File: src/rtl/fp_pkg.sv
// Shared floating-point helpers: FSM state encoding and default field widths
// used by the normalization datapath.
package fp_pkg;

   // Default half-precision-style field widths (mantissa includes hidden bit).
   localparam int MANT_W_DEF = 11;
   localparam int EXP_W_DEF  = 5;

   // Normalizer control states.
   typedef enum logic [1:0] {
      ST_IDLE  = 2'd0,
      ST_SHIFT = 2'd1,
      ST_DONE  = 2'd2
   } norm_state_t;

endpackage : fp_pkg

File: src/rtl/fp_norm_shifter_dec1fromval.sv
// Decrement-by-one with enable; counterpart of the increment-by-one block.
// When disabled the value passes through unchanged.
module dec1fromval #(
   parameter int W = 5
) (
   input  logic         en,
   input  logic [W-1:0] val,
   output logic [W-1:0] result
);

   // Subtract one only when enabled; callers guarantee val != 0 when en = 1.
   always_comb begin
      result = en ? (val - W'(1)) : val;
   end

endmodule : dec1fromval

File: src/rtl/fp_norm_shifter.sv
// Sequential normalizer: shifts an unnormalized mantissa left one bit per
// cycle, decrementing the exponent, until the MSB is set, the mantissa is
// found to be zero, or the exponent bottoms out at zero (denormal result).
module fp_norm_shifter
   import fp_pkg::*;
#(
   parameter int MANT_W = MANT_W_DEF,
   parameter int EXP_W  = EXP_W_DEF
) (
   input  logic              clk,
   input  logic              rst_n,
   input  logic              start,
   input  logic [MANT_W-1:0] mant_in,
   input  logic [EXP_W-1:0]  exp_in,
   output logic              busy,
   output logic              done,
   output logic [MANT_W-1:0] mant_out,
   output logic [EXP_W-1:0]  exp_out,
   output logic              zero,
   output logic              underflow
);

   norm_state_t       state, state_nxt;
   logic [MANT_W-1:0] mant_r, mant_nxt;
   logic [EXP_W-1:0]  exp_r, exp_nxt;
   logic              zero_r, zero_nxt;
   logic              uf_r, uf_nxt;
   logic              dec_en;
   logic [EXP_W-1:0]  exp_dec;

   // Exponent decrementer, enabled only on a shift step (exponent is nonzero then).
   dec1fromval #(.W(EXP_W)) u_dec (
      .en     (dec_en),
      .val    (exp_r),
      .result (exp_dec)
   );

   // Next-state and working-register update decisions.
   always_comb begin
      // NOTE: every signal gets a default before the case so no path leaves one unassigned (no latches).
      state_nxt = state;
      mant_nxt  = mant_r;
      exp_nxt   = exp_r;
      zero_nxt  = zero_r;
      uf_nxt    = uf_r;
      dec_en    = 1'b0;
      case (state)
         ST_IDLE, ST_DONE: begin
            if (start) begin
               mant_nxt  = mant_in;
               exp_nxt   = exp_in;
               zero_nxt  = 1'b0;
               uf_nxt    = 1'b0;
               state_nxt = ST_SHIFT;
            end else begin
               state_nxt = ST_IDLE;
            end
         end
         ST_SHIFT: begin
            if (mant_r == '0) begin
               mant_nxt  = '0;
               exp_nxt   = '0;
               zero_nxt  = 1'b1;
               state_nxt = ST_DONE;
            end else if (mant_r[MANT_W-1]) begin
               state_nxt = ST_DONE;
            end else if (exp_r == '0) begin
               uf_nxt    = 1'b1;
               state_nxt = ST_DONE;
            end else begin
               mant_nxt = {mant_r[MANT_W-2:0], 1'b0};
               dec_en   = 1'b1;
               exp_nxt  = exp_dec;
            end
         end
         default: state_nxt = ST_IDLE;
      endcase
   end

   // State register; reset aborts any request in flight.
   always_ff @(posedge clk or negedge rst_n) begin
      // NOTE: non-blocking assignments so all flops update together from pre-edge values.
      if (!rst_n) state <= ST_IDLE;
      else        state <= state_nxt;
   end

   // Working registers holding mantissa, exponent and status flags.
   always_ff @(posedge clk or negedge rst_n) begin
      if (!rst_n) begin
         mant_r <= '0;
         exp_r  <= '0;
         zero_r <= 1'b0;
         uf_r   <= 1'b0;
      end else begin
         mant_r <= mant_nxt;
         exp_r  <= exp_nxt;
         zero_r <= zero_nxt;
         uf_r   <= uf_nxt;
      end
   end

   assign busy      = (state == ST_SHIFT);
   assign done      = (state == ST_DONE);
   assign mant_out  = mant_r;
   assign exp_out   = exp_r;
   assign zero      = zero_r;
   assign underflow = uf_r;

endmodule : fp_norm_shifter

File: config.mk
export PLATFORM = sky130hd
export DESIGN_NAME = fp_norm_shifter
export DESIGN_NICKNAME = d
export VERILOG_FILES = /design/src/rtl/fp_pkg.sv /design/src/rtl/fp_norm_shifter_dec1fromval.sv /design/src/rtl/fp_norm_shifter.sv
export SDC_FILE = /design/constraint.sdc
export NUM_CORES = 1
export LEC_CHECK = 0
export ABC_CLOCK_PERIOD_IN_PS = 3100
export BUFFER_PORTS_ARGS = -buffer_cell sky130_fd_sc_hd__buf_2
export CAP_MARGIN = 20
export CORE_ASPECT_RATIO = 1.4
export CORE_UTILIZATION = 30
export DETAILED_ROUTE_END_ITERATION = 8
export PLACE_DENSITY_LB_ADDON = 0.05
export SLEW_MARGIN = 15
export SYNTH_ARGS = -nofsm -noshare
export SYNTH_HDL_FRONTEND = slang
export SYNTH_SLANG_ARGS = --single-unit
File: constraint.sdc
create_clock -name clk -period 3.1 [get_ports clk]
set_input_delay 0.31 -clock clk [delete_from_list [all_inputs] [get_ports clk]]
set_output_delay 0.31 -clock clk [all_outputs]
set_load 0.02 [all_outputs]
== Word-level counts from Yosys, hierarchy flattened ==
Cells that the tools add are included.

* Bits in read-only memories: 0
* Bits in writable memories: 0
* Bits in registers: 20
* Memories kept: 0
* Logic and storage cells: 55
* Bits in latches: 0
* Input bits: 19

* Eq/ne operators: 11
* $mul: 0
* Bitwise logic cells: 0
* Add/subtract/negate cells: 1
* Mux-type cells: 27
* Reductions and logical operators: 10
* Order comparisons: 0
* Shift operators: 0
* Divide/modulo/power cells: 0

{| class="wikitable"
|+ Operators with widths
! kind !! number
|-
| $mux W11 || 4
|-
| $mux W5 || 5
|-
| $pmux W11 S2 || 1
|-
| $logic_not A11 Y1 || 1
|-
| $mux W1 || 10
|-
| $pmux W5 S2 || 1
|-
| $reduce_and A5 Y1 || 2
|-
| $mux W2 || 3
|-
| $ne A2 B2 Y1 const B || 3
|-
| $logic_not A5 Y1 || 1
|-
| $sub A5 B1 Y5 const B || 1
|-
| $ne A2 B1 Y1 const B || 2
|-
| $ne A4 B1 Y1 const B || 1
|-
| $pmux W1 S2 || 2
|-
| $pmux W2 S2 || 1
|-
| $reduce_and A4 Y1 || 1
|-
| $ne A3 B1 Y1 const B || 1
|-
| $ne A3 B2 Y1 const B || 1
|-
| $ne A3 B3 Y1 const B || 1
|-
| $reduce_and A3 Y1 || 1
|-
| $eq A2 B1 Y1 const B || 1
|-
| $eq A2 B2 Y1 const B || 1
|-
| $logic_not A2 Y1 || 1
|-
| $reduce_and A2 Y1 || 1
|-
| other kinds (2) || 2
|}

== Depth between registers and ports, before layout ==
* Depth after elaboration: 10
* Mapped depth: 6

== By module ==
Synthesis repeated with hierarchy kept, for this count alone.

* Cells, all modules: 105
* Area total of the unflattened synthesis: 1166.1 um^2

{| class="wikitable"
|+ By module, submodules not included
! module !! cells an instance !! instances !! area each (um^2) !! sequential area each (um^2)
|-
| fp_norm_shifter || 93 || 1 || 1062.3 || 500.5
|-
| dec1fromval || 12 || 1 || 103.8 || 0.0
|}

== Least setup slack after synthesis ==
No wires, ideal clock.

* Kind: reg2reg
* Start point: register mant_r[8], in the netlist mant_out[8]
* End point: register mant_r[4], in the netlist mant_out[4]
* Arrival time: 1.848 ns
* Cell stages (with the launch flop): 6
* Setup slack: 1.126 ns
* Period minus slack after synthesis: 1.974 ns
* Path through: dfrtp_1 -> nor4_1 -> nand3_2 -> a31oi_4 -> buf_12 -> mux2_4

* Cells in the longest elaborated chain, start to end: 3
* Elaborated cells on any way between the ends: 6

{| class="wikitable"
|+ RTL lines
! element !! line !! text
|-
| start: declaration || fp_norm_shifter.sv:24 || <nowiki>logic [MANT_W-1:0] mant_r, mant_nxt;</nowiki>
|-
| start signal: assignment || fp_norm_shifter.sv:95 || <nowiki>mant_r <= mant_nxt;</nowiki>
|-
| $logic_not A11 Y1 (*) || fp_norm_shifter.sv:60 || <nowiki>if (mant_r == '0) begin</nowiki>
|-
| $ne A3 B3 Y1 (no source line), or another cell as far along || -- ||
|-
| $reduce_and A4 Y1 (no source line) / $pmux W11 S2 (equally long branches) || -- ||
|}

Mark *: on every way between the ends. The rest lies on a longest branch, timed or not.
A chain may end at the register's enable or synchronous reset.

== Final worst setup path ==
* Start point: register mant_r[8], in the netlist mant_out[8]
* End point: register mant_r[2], in the netlist mant_out[2]

Same word-level chain as after synthesis.

==> impl_metrics.py <==
metrics = {
    "status": {
        "status": "complete, but fails checks",
        "failed_checks": "negative hold slack",
    },
    "setup_path": {
        "r2r.worst_path.cells": 4,
        "critical_path_required_ps": 3250,
        "setup.worst_path.end_class": "flop",
        "timing.reg2reg.setup_slack_ps": 790,
        "worst_ep_arrival_time_ps": 2460,
        "worstPathMaxFanout": 13,
        "timing.critical_path.from_type": "flop",
        "crit_type": "flop to flop",
    },
    "place": {
        "portBuffers": 38,
        "finalWeightedCongestion": 0.754,
        "detailed_place_hpwl_um": 2050,
    },
    "route": {
        "avgViaCountPerCell": 5.18,
        "via_count": 916,
        "dr_wl_met3_um": 104,
        "detail_route.drc_violations": 0,
        "detailedRoute.firstPassIterationCount": 2,
        "number_of_nets_with_antenna_violations_after_detailed_routing": 0,
        "route.layer.met1.wl_um": 1140,
        "post_drt_wl_per_cell_um": 15.3,
        "topRoutingLayerUsed": "met4",
        "detail_route.iter0.violations": 21,
        "route.met2.wl_um": 1410,
        "finalWirelength_um": 2710,
    },
    "run": {
        "cap_violations": 0,
    },
    "power_and_ir_drop": {
        "power_leakage_nw": 0.666,
        "power.density_nw_per_um2": 1200,
        "power.ir.vdd_worst_uv": 469,
    },
    "final_layout": {
        "layout.nets": 158,
        "layout_common_cells": "38 x buf_2, 20 x dfrtp_1, 8 x nand2_1, 8 x a22o_1, 6 x o21ai_0",
        "layout.cells.most_common": "buf_2",
        "area.growth.synth_to_final_pct": 25.3,
        "layout-drive-gt1-share": 0.423,
        "antennaDiodeCount": 0,
        "filler_cell_count": 364,
    },
    "floorplan": {
        "die-height_um": 73.2,
        "initial_utilization": 0.319,
        "dieArea_sq_um": 3870,
        "floorplan.io_pins": 39,
        "coreArea_sq_um": 3410,
        "placement_rows": 25,
        "die_w_um": 52.9,
    },
    "yosys": {
        "area_fraction_in_and_or_nand_and_nor_cells_after_synthesis": 0.159,
        "asyncSetResetFlopFracSynth": 1.00,
        "largest_family_of_logic_cells_by_synthesized_area": "compound AO/OA/AOI/OAI gates",
        "ys_seq_elements": 20,
        "synth-xor-area-share": 0,
        "syn-mean-instance-area_sq_um": 11.2,
        "synth.lib_cells_used.distinct": 34,
        "synth.yosys.warnings": 0,
        "yosys-mux-area-fraction": 0.119,
        "synth_compound_gate_area_share": 0.207,
        "postSynthCellCount": 97,
        "post_synth_instance_area_sq_um": 1090,
        "synth_sequential_area_ratio": 0.461,
        "synth-edff-count": 0,
        "synthAdderAreaFrac": 0.0115,
        "synth_nets": 117,
        "synth_flop_cell": "dfrtp_1",
    },
    "clocking": {
        "clk_transition_reported_paths_ps": 70,
        "cts.repair_timing.setup_buffer_count": 0,
        "htree_num_levels": 1,
        "cts_buffers": 3,
        "cts-root-buf": "clkbuf_8",
        "clk_path_buf_depth": 2,
        "cts_resized": 0,
        "clock_latency_ps": 260,
        "cts_hold_repair.buffers": 0,
        "clock-sinks": 20,
        "tritoncts_clock_tree": "built",
    },
    "global_route": {
        "grt_first_pass_wirelength_um": 4490,
        "grt_max_degree": 21,
        "grt_overflow_total": 0,
        "grt_pass1_vias": 951,
        "grt_antenna_before_repair": 0,
        "gr-usage-all-layers": 0.163,
    },
    "sta": {
        "timing_worst_slew_pin_value_ps": 655,
        "setup_viol_count_final": 0,
        "fmax_mhz": 433,
        "timing.final.crit_share": 0.745,
        "slew_viol_final": 0,
        "tns_ps": 0,
        "rsz0062_at_grt": "no",
        "final_period_minus_worst_setup_slack_ps": 2310,
        "finalClockSkew_ps": 1.03,
        "finalHoldWorstSlack_ps": -8.50,
        "finalHoldViolCount": 20,
        "maxSlewHeadroom": 0.561,
    },
    "worst_hold_path": {
        "worstHoldPathType": "primary input to asynchronous set/reset pin",
    },
}
per-stage QoR:
step	area (sq um)	power, mW	cells	util	setup WS [ps]
after CTS	1360	1.66	177	0.399	753
after global placement	1310	1.45	173	0.383	862
after detailed placement	1310	1.45	173	0.383	768
final	1360	1.63	177	0.399	791
after global routing	1360	1.77	177	0.399	599
after floorplan	1090	1.20	97	-	1130
registers in the layout, indices dropped and copies added (netlist names):
name / count
underflow: 1
exp_out: 5
mant_out: 11
state: 2
zero: 1
routing by layer:
metal,track usage,up-vias
met5,0,-
met4,0.0789,0
met3,0.0292,6
met2,0.278,28
met1,0.191,441
li1,-,441
synthesized netlist by cell type (all sizes together) (2+ instances only):
library cell  number  share of area
nor2               5          0.017
a31oi              2          0.025
o21ai              6          0.028
dfrtp             20           0.46
nor2b              2          0.012
nor4               2          0.012
a21oi              3          0.014
inv                5          0.017
a22o               9          0.074
nand2              8          0.028
nor3               3          0.018
clkbuf             2         0.0069
nand2b             3          0.017
mux2               8           0.10
mux2i              2          0.018
a22oi              3          0.021
where the power goes:
part / switching (mW) / total, mW / leakage [nW] / internal, mW
combinational: 0.512 / 0.909 / 0.387 / 0.397
clock: 0.0873 / 0.200 / 0.0288 / 0.113
sequential: 0.136 / 0.521 / 0.250 / 0.385
total: 0.735 / 1.63 / 0.666 / 0.895
cell type report:
| cell class | instances | area (sq um) | share of cell area |
|---|---|---|---|
| multi-input cells | 69 | 539 | 0.396 |
| flip-flops and latches | 20 | 500 | 0.368 |
| repair buffers | 39 | 198 | 0.145 |
| clock buffers | 4 | 55.1 | 0.0404 |
| well taps | 40 | 50.0 | 0.0368 |
| inverters | 5 | 18.8 | 0.0138 |
cell families (layout without fill, tap and decap cells):
kind of cell / count (synthesis) / in the layout
AO/OA/AOI/OAI: 29 / 29
AND/OR/NAND/NOR: 29 / 29
flip-flops: 20 / 20
multiplexers: 10 / 10
buffers and inverters: 8 / 48
adder cells (fa/ha/maj): 1 / 1
critical path, stage by stage, from the launching register on:
cell,delay (ps)
dfrtp_1,420
nor4_1,510
nand3_2,290
a31oi_4,570
mux2_2,400
final timing paths:
kind | start | to
worst max-delay path | mant_out[8]$_DFFE_PN0P_ | mant_out[2]$_DFFE_PN0P_
worst min-delay path | rst_n | zero$_DFFE_PN0P_
worst max register to register | mant_out[8]$_DFFE_PN0P_ | mant_out[2]$_DFFE_PN0P_
worst min register to register | zero$_DFFE_PN0P_ | zero$_DFFE_PN0P_
max in group asynchronous | rst_n | mant_out[9]$_DFFE_PN0P_
min in group clk | mant_in[10] | mant_out[10]$_DFFE_PN0P_
No activity file was read; power rests on OpenSTA's default activity.
